File: config.mk
export PLATFORM = sky130hd
export DESIGN_NAME = icache
export DESIGN_NICKNAME = d
export VERILOG_FILES = /design/src/rtl/icache.sv
export SDC_FILE = /design/constraint.sdc
export NUM_CORES = 1
export LEC_CHECK = 0
export CORE_MARGIN = 5
export CORE_UTILIZATION = 45
export CTS_BUF_LIST = sky130_fd_sc_hd__clkbuf_8
export DETAILED_ROUTE_END_ITERATION = 6
export SLEW_MARGIN = 30
export SYNTH_ARGS = -nofsm -noshare
export SYNTH_HDL_FRONTEND = slang
export SYNTH_SLANG_ARGS = --single-unit
File: constraint.sdc
create_clock -name CLK -period 20.1 [get_ports CLK]
set_input_delay 5.025 -clock CLK [delete_from_list [all_inputs] [get_ports CLK]]
set_output_delay 5.025 -clock CLK [all_outputs]
set_load 0.02 [all_outputs]
File: src/rtl/icache.sv
// ============================================================================
// Module   : icache
// Brief    : Direct-mapped, one-word-per-block instruction cache with a
//            same-cycle hit path and a REN/wait fill from memory.
// Revision : 1.0 - initial release
// ============================================================================
`default_nettype none

module icache #(
  parameter int ICACHE_SETS     = 16,
  parameter int LOG_ICACHE_SETS = 4
) (
  input  logic        CLK,
  input  logic        RST,
  input  logic        icache_REN,
  input  logic [31:0] icache_addr,
  input  logic        icache_halt,
  output logic        icache_hit,
  output logic [31:0] icache_load,
  output logic        imem_REN,
  output logic [31:0] imem_addr,
  input  logic        imem_wait,
  input  logic [31:0] imem_load,
  output logic [31:0] perf_hits,
  output logic [31:0] perf_misses
);

  localparam int TAG_W = 32 - LOG_ICACHE_SETS - 2;

  localparam logic [1:0] S_IDLE = 2'd0;
  localparam logic [1:0] S_MISS = 2'd1;
  localparam logic [1:0] S_HALT = 2'd2;

  logic [1:0]                 state_q, state_d;
  logic [ICACHE_SETS-1:0]     valid_q;
  logic [TAG_W-1:0]           tag_q  [ICACHE_SETS];
  logic [31:0]                data_q [ICACHE_SETS];
  logic [31:0]                miss_addr_q;
  logic [31:0]                perf_hits_q, perf_hits_d;
  logic [31:0]                perf_misses_q, perf_misses_d;

  logic [LOG_ICACHE_SETS-1:0] req_idx, miss_idx;
  logic [TAG_W-1:0]           req_tag, miss_tag;
  logic                       lookup_hit;
  logic                       hit_w;
  logic                       miss_en;
  logic                       fill_en;

  assign req_idx    = icache_addr[LOG_ICACHE_SETS+1:2];
  assign req_tag    = icache_addr[31:LOG_ICACHE_SETS+2];
  assign miss_idx   = miss_addr_q[LOG_ICACHE_SETS+1:2];
  assign miss_tag   = miss_addr_q[31:LOG_ICACHE_SETS+2];
  assign lookup_hit = valid_q[req_idx] && (tag_q[req_idx] == req_tag);

  assign hit_w   = (state_q == S_IDLE) && icache_REN && !icache_halt && lookup_hit;
  assign miss_en = (state_q == S_IDLE) && icache_REN && !icache_halt && !lookup_hit;
  // Halt outranks a fill returning on the same edge: the word is dropped.
  assign fill_en = (state_q == S_MISS) && !imem_wait && !icache_halt;

  // State register
  always_ff @(posedge CLK) begin
    if (RST) begin
      state_q <= S_IDLE;
    end else begin
      state_q <= state_d;
    end
  end

  // Next-state logic
  always_comb begin
    state_d = state_q;
    if (icache_halt) begin
      state_d = S_HALT;
    end else begin
      case (state_q)
        S_IDLE:  if (miss_en)    state_d = S_MISS;
        S_MISS:  if (!imem_wait) state_d = S_IDLE;
        S_HALT:  state_d = S_HALT;
        default: state_d = S_IDLE;
      endcase
    end
  end

  // Output logic
  always_comb begin
    icache_hit  = hit_w;
    icache_load = hit_w ? data_q[req_idx] : 32'h0;
    imem_REN    = (state_q == S_MISS);
    imem_addr   = miss_addr_q & 32'hFFFF_FFFC;
    perf_hits   = perf_hits_q;
    perf_misses = perf_misses_q;
  end

  always_comb begin
    perf_hits_d   = perf_hits_q;
    perf_misses_d = perf_misses_q;
    if (hit_w)   perf_hits_d   = perf_hits_q + 32'd1;
    if (miss_en) perf_misses_d = perf_misses_q + 32'd1;
  end

  always_ff @(posedge CLK) begin
    if (RST) begin
      valid_q       <= '0;
      miss_addr_q   <= '0;
      perf_hits_q   <= '0;
      perf_misses_q <= '0;
    end else begin
      perf_hits_q   <= perf_hits_d;
      perf_misses_q <= perf_misses_d;
      if (miss_en) miss_addr_q <= icache_addr;
      if (fill_en) valid_q[miss_idx] <= 1'b1;
    end
  end

  // Tag/data need no reset; valid gates every use of them.
  always_ff @(posedge CLK) begin
    if (fill_en) begin
      tag_q[miss_idx]  <= miss_tag;
      data_q[miss_idx] <= imem_load;
    end
  end

endmodule

`default_nettype wire

==> impl_metrics.toml <==
[floorplan]
start_util_pct = 45.2
dieArea_sq_um = 98000
die_x_um = 313
core_sq_um = 91400
core.rowCount = 111
ios = 199
die_h_um = 313

[yosys]
synth.distinct_cells = 78
synthAdderAreaFrac_pct = 0.0605
syn_inst = 2180
synth_mux_area_share_pct = 15.9
yosys-top-cells-area = "edfxtp_1, mux4_2, dfxtp_1, mux2i_1, a21oi_1"
syn_area_per_cell_sq_um = 19.0
ys_seq_elements = 1040
yosysTopAreaCell = "edfxtp_1"
synthArstFlopShare_pct = 0
synth_ff_type = "edfxtp_1"
synth-edff-count = 928
synth_compound_area_share_pct = 3.63
synth_top_cell_area_share_pct = 67.4
synth_xor_area_share_pct = 0.424
yosysWarnings = 0
synthesis.area_sq_um = 41300
synth-simple-area-share_pct = 5.30
synth_top_family_by_area = "multiplexers"
ys_seq_area_share_pct = 72.8

[global_route]
gr-total-overflow = 0
grt_max_degree = 118
grtUsageTotal_pct = 20.7
grt_pass1_vias = 23000
antenna_found_initial = 11
grt_pass1_wl_um = 150000

[finish]
final_cell_area_sq_um = 47900
drive_gt1_share_pct = 21.6
nets = 2534
syn_to_final_growth_pct = 16.0
fin_util_pct = 52.5

[place]
postPlaceCellArea_sq_um = 44600
dp_hpwl_um = 54800
gp_congestion = 0.820
dp_slack_ns = 4.99
numPortBuffers = 194

[clock_network]
cts.clk_slew.worst_paths_ns = 0.06
cts_root_buf = "clkbuf_8"
cts.sinks = 1040
cts_resized = 0
clockBufferDepth = 3
ctsHtreeMaxLevel = 4
cts_setup_buffers = 0
cts_tree = "yes"
clk_latency_ns = 0.83
cts_hold_buf = 0
cts_buffers = 168

[sta]
final_hold_viol_count = 0
max_freq_ghz = 0.0665
drv_slew = 0
setup_viol = 0
min_period_ns = 15.03
final.setup.tns_ns = 0
max_slew_margin_pct = 32.2
clock_skew_ns = 0.0419
rsz0062_at_grt = "no"
min_period_over_period_pct = 74.8
layout_setup_ws_ns = 5.07
worst_pin_slew_ns = 1.02

[critical_path]
path_class = "in2out"
path_max_fanout = 89
crit_arrival_ns = 10.01
slowest_delay_ns = 0.67
end_kind = "primary output"
critical-path-slowest-cell = "buf_4"
crit_path_start_kind = "input pin"
path_cells = "buf_8 > buf_4 > mux4_2 > mux2i_1 > xnor2_1 > mux2i_1 > nand4_1 > or4_4 > nand4bb_4 > buf_4 > nor2b_1 > clkdlybuf4s50_1"
critical-path-top-delay-family = "buffers and inverters"
cp_num_buf_inv = 4
required_ns = 15.07
critical_path_depth = 12
rr_worst_depth = 10

[outcome]
status = "finished clean"

[drt]
drc = 0
wl_per_cell_um = 27.2
antenna_left = 0
wl_met1_um = 44200
vias = 22400
drt_wl_total_um = 103000
routed.top_layer = "met5"
via_per_inst = 5.91
drtIter0Drc = 2296
routed-wl-met2_um = 48900
wl_met3_um = 7830
firstDrtPassIters = 6

[power]
power_density_nw_per_um2 = 89.5
p_leak_uw = 0.0160
vdd_drop_max_mv = 0.0676
finalPower_uw = 4290

[hold_path]
hp-class = "reg2reg"
whs_path_depth = 2

[job]
drv_cap = 0
[state kept, by name, indices dropped and copies added, names as in the netlist]
signal / cells
tag_q: 416
miss_addr_q: 30
perf_misses: 32
perf_hits: 32
data_q: 512
state_q: 2
valid_q: 16
[placed cells by master, fill, tap and decap left out, types with 6 or more instances in the layout]
cell	count
edfxtp_1	928
or4_1	19
and3_1	23
nand3_1	71
or3_1	28
nor2_1	59
nand2b_1	7
clkbuf_8	188
nand2_1	30
dfxtp_1	112
o21ai_0	54
nor2b_1	43
mux2i_1	73
o21ai_1	6
a21oi_1	93
a22oi_1	16
o31ai_1	19
clkdlybuf4s50_1	189
and4_1	11
nand4_1	25
mux4_1	12
and2_1	7
buf_4	46
nor3_1	16
inv_1	85
clkinv_1	24
xnor2_1	15
clkinv_2	15
mux2_2	9
nor2_4	12
mux4_2	240
[power breakdown]
group | internal (uW) | switching (uW)
sequential | 2350 | 11.9
combinational | 86.6 | 108
clock | 894 | 838
total | 3330 | 958
[layout make-up]
cell class	count	area [sq um]
Clock buffer	188	2590
Inverter	25	96.3
Multi-Input combinational cell	984	10600
Tap cell	1186	1480
Antenna cell	5	12.5
Timing Repair Buffer	244	2410
Clock inverter	116	653
Fill cell	7303	43400
Sequential cell	1040	30100
[cell usage after synthesis, types with 4 or more instances]
master	count
mux4_2	240
mux2i_1	73
dfxtp_1	112
xnor2_1	15
o31ai_1	19
nand2_1	30
buf_1	26
a31o_2	5
nor2_1	71
edfxtp_1	928
a41o_1	4
a311oi_1	5
nor2b_1	43
a22oi_1	16
a211o_1	4
buf_6	11
o21ai_1	6
nand3_1	71
and4_1	11
or3_1	29
mux4_1	12
a21oi_1	93
nor3_1	21
nand2b_1	7
buf_2	23
inv_1	23
nand4_1	25
or4_1	19
and2_1	7
and3_1	23
clkbuf_1	59
a221oi_1	4
mux2_2	9
o21ai_0	54
buf_4	11
xor2_1	5
[per-stage QoR]
| step | instances | hold WS, ns |
|---|---|---|
| after floorplan | 2181 | 0.432 |
| after global placement | 3474 | 0.442 |
| after detailed placement | 3476 | 0.451 |
| after CTS | 3780 | 0.464 |
| after global routing | 3784 | 0.482 |
| final | 3788 | 0.473 |
[kinds of logic (layout without fill, tap and decap cells)]
kind of cell             after synthesis  after routing
other                                  1              7
buffers and inverters                157            573
multiplexers                         334            334
AND/OR/NAND/NOR                      383            383
adder cells (fa/ha/maj)                2              2
XOR/XNOR                              20             20
AO/OA/AOI/OAI                        243            243
flip-flops                          1040           1040
[worst min-delay path, cell delays in order (launching register included)]
cell and delay [ns]:
dfxtp_1 0.32, nor2_1 0.05, nor2_1 0.07
[routing by layer]
metal  track usage [%]  vias to the layer above
li1                  -                     9590
met4              6.21                        8
met3              4.48                      175
met2              32.7                      913
met1              29.3                    11700
met5                 0                        -
[worst paths after layout]
check                                        startpoint                          to  slack, ns
worst max-delay path                     icache_addr[4]             icache_load[12]       5.07
worst max register to register    tag_q[7][8]$_DFFE_PP_  perf_hits[19]$_SDFFE_PP0P_      16.15
worst min-delay path            valid_q[2]$_SDFFE_PP0P_     valid_q[2]$_SDFFE_PP0P_       0.47
worst min register to register  valid_q[2]$_SDFFE_PP0P_     valid_q[2]$_SDFFE_PP0P_       0.47
No activity file was read; power rests on OpenSTA's default activity.
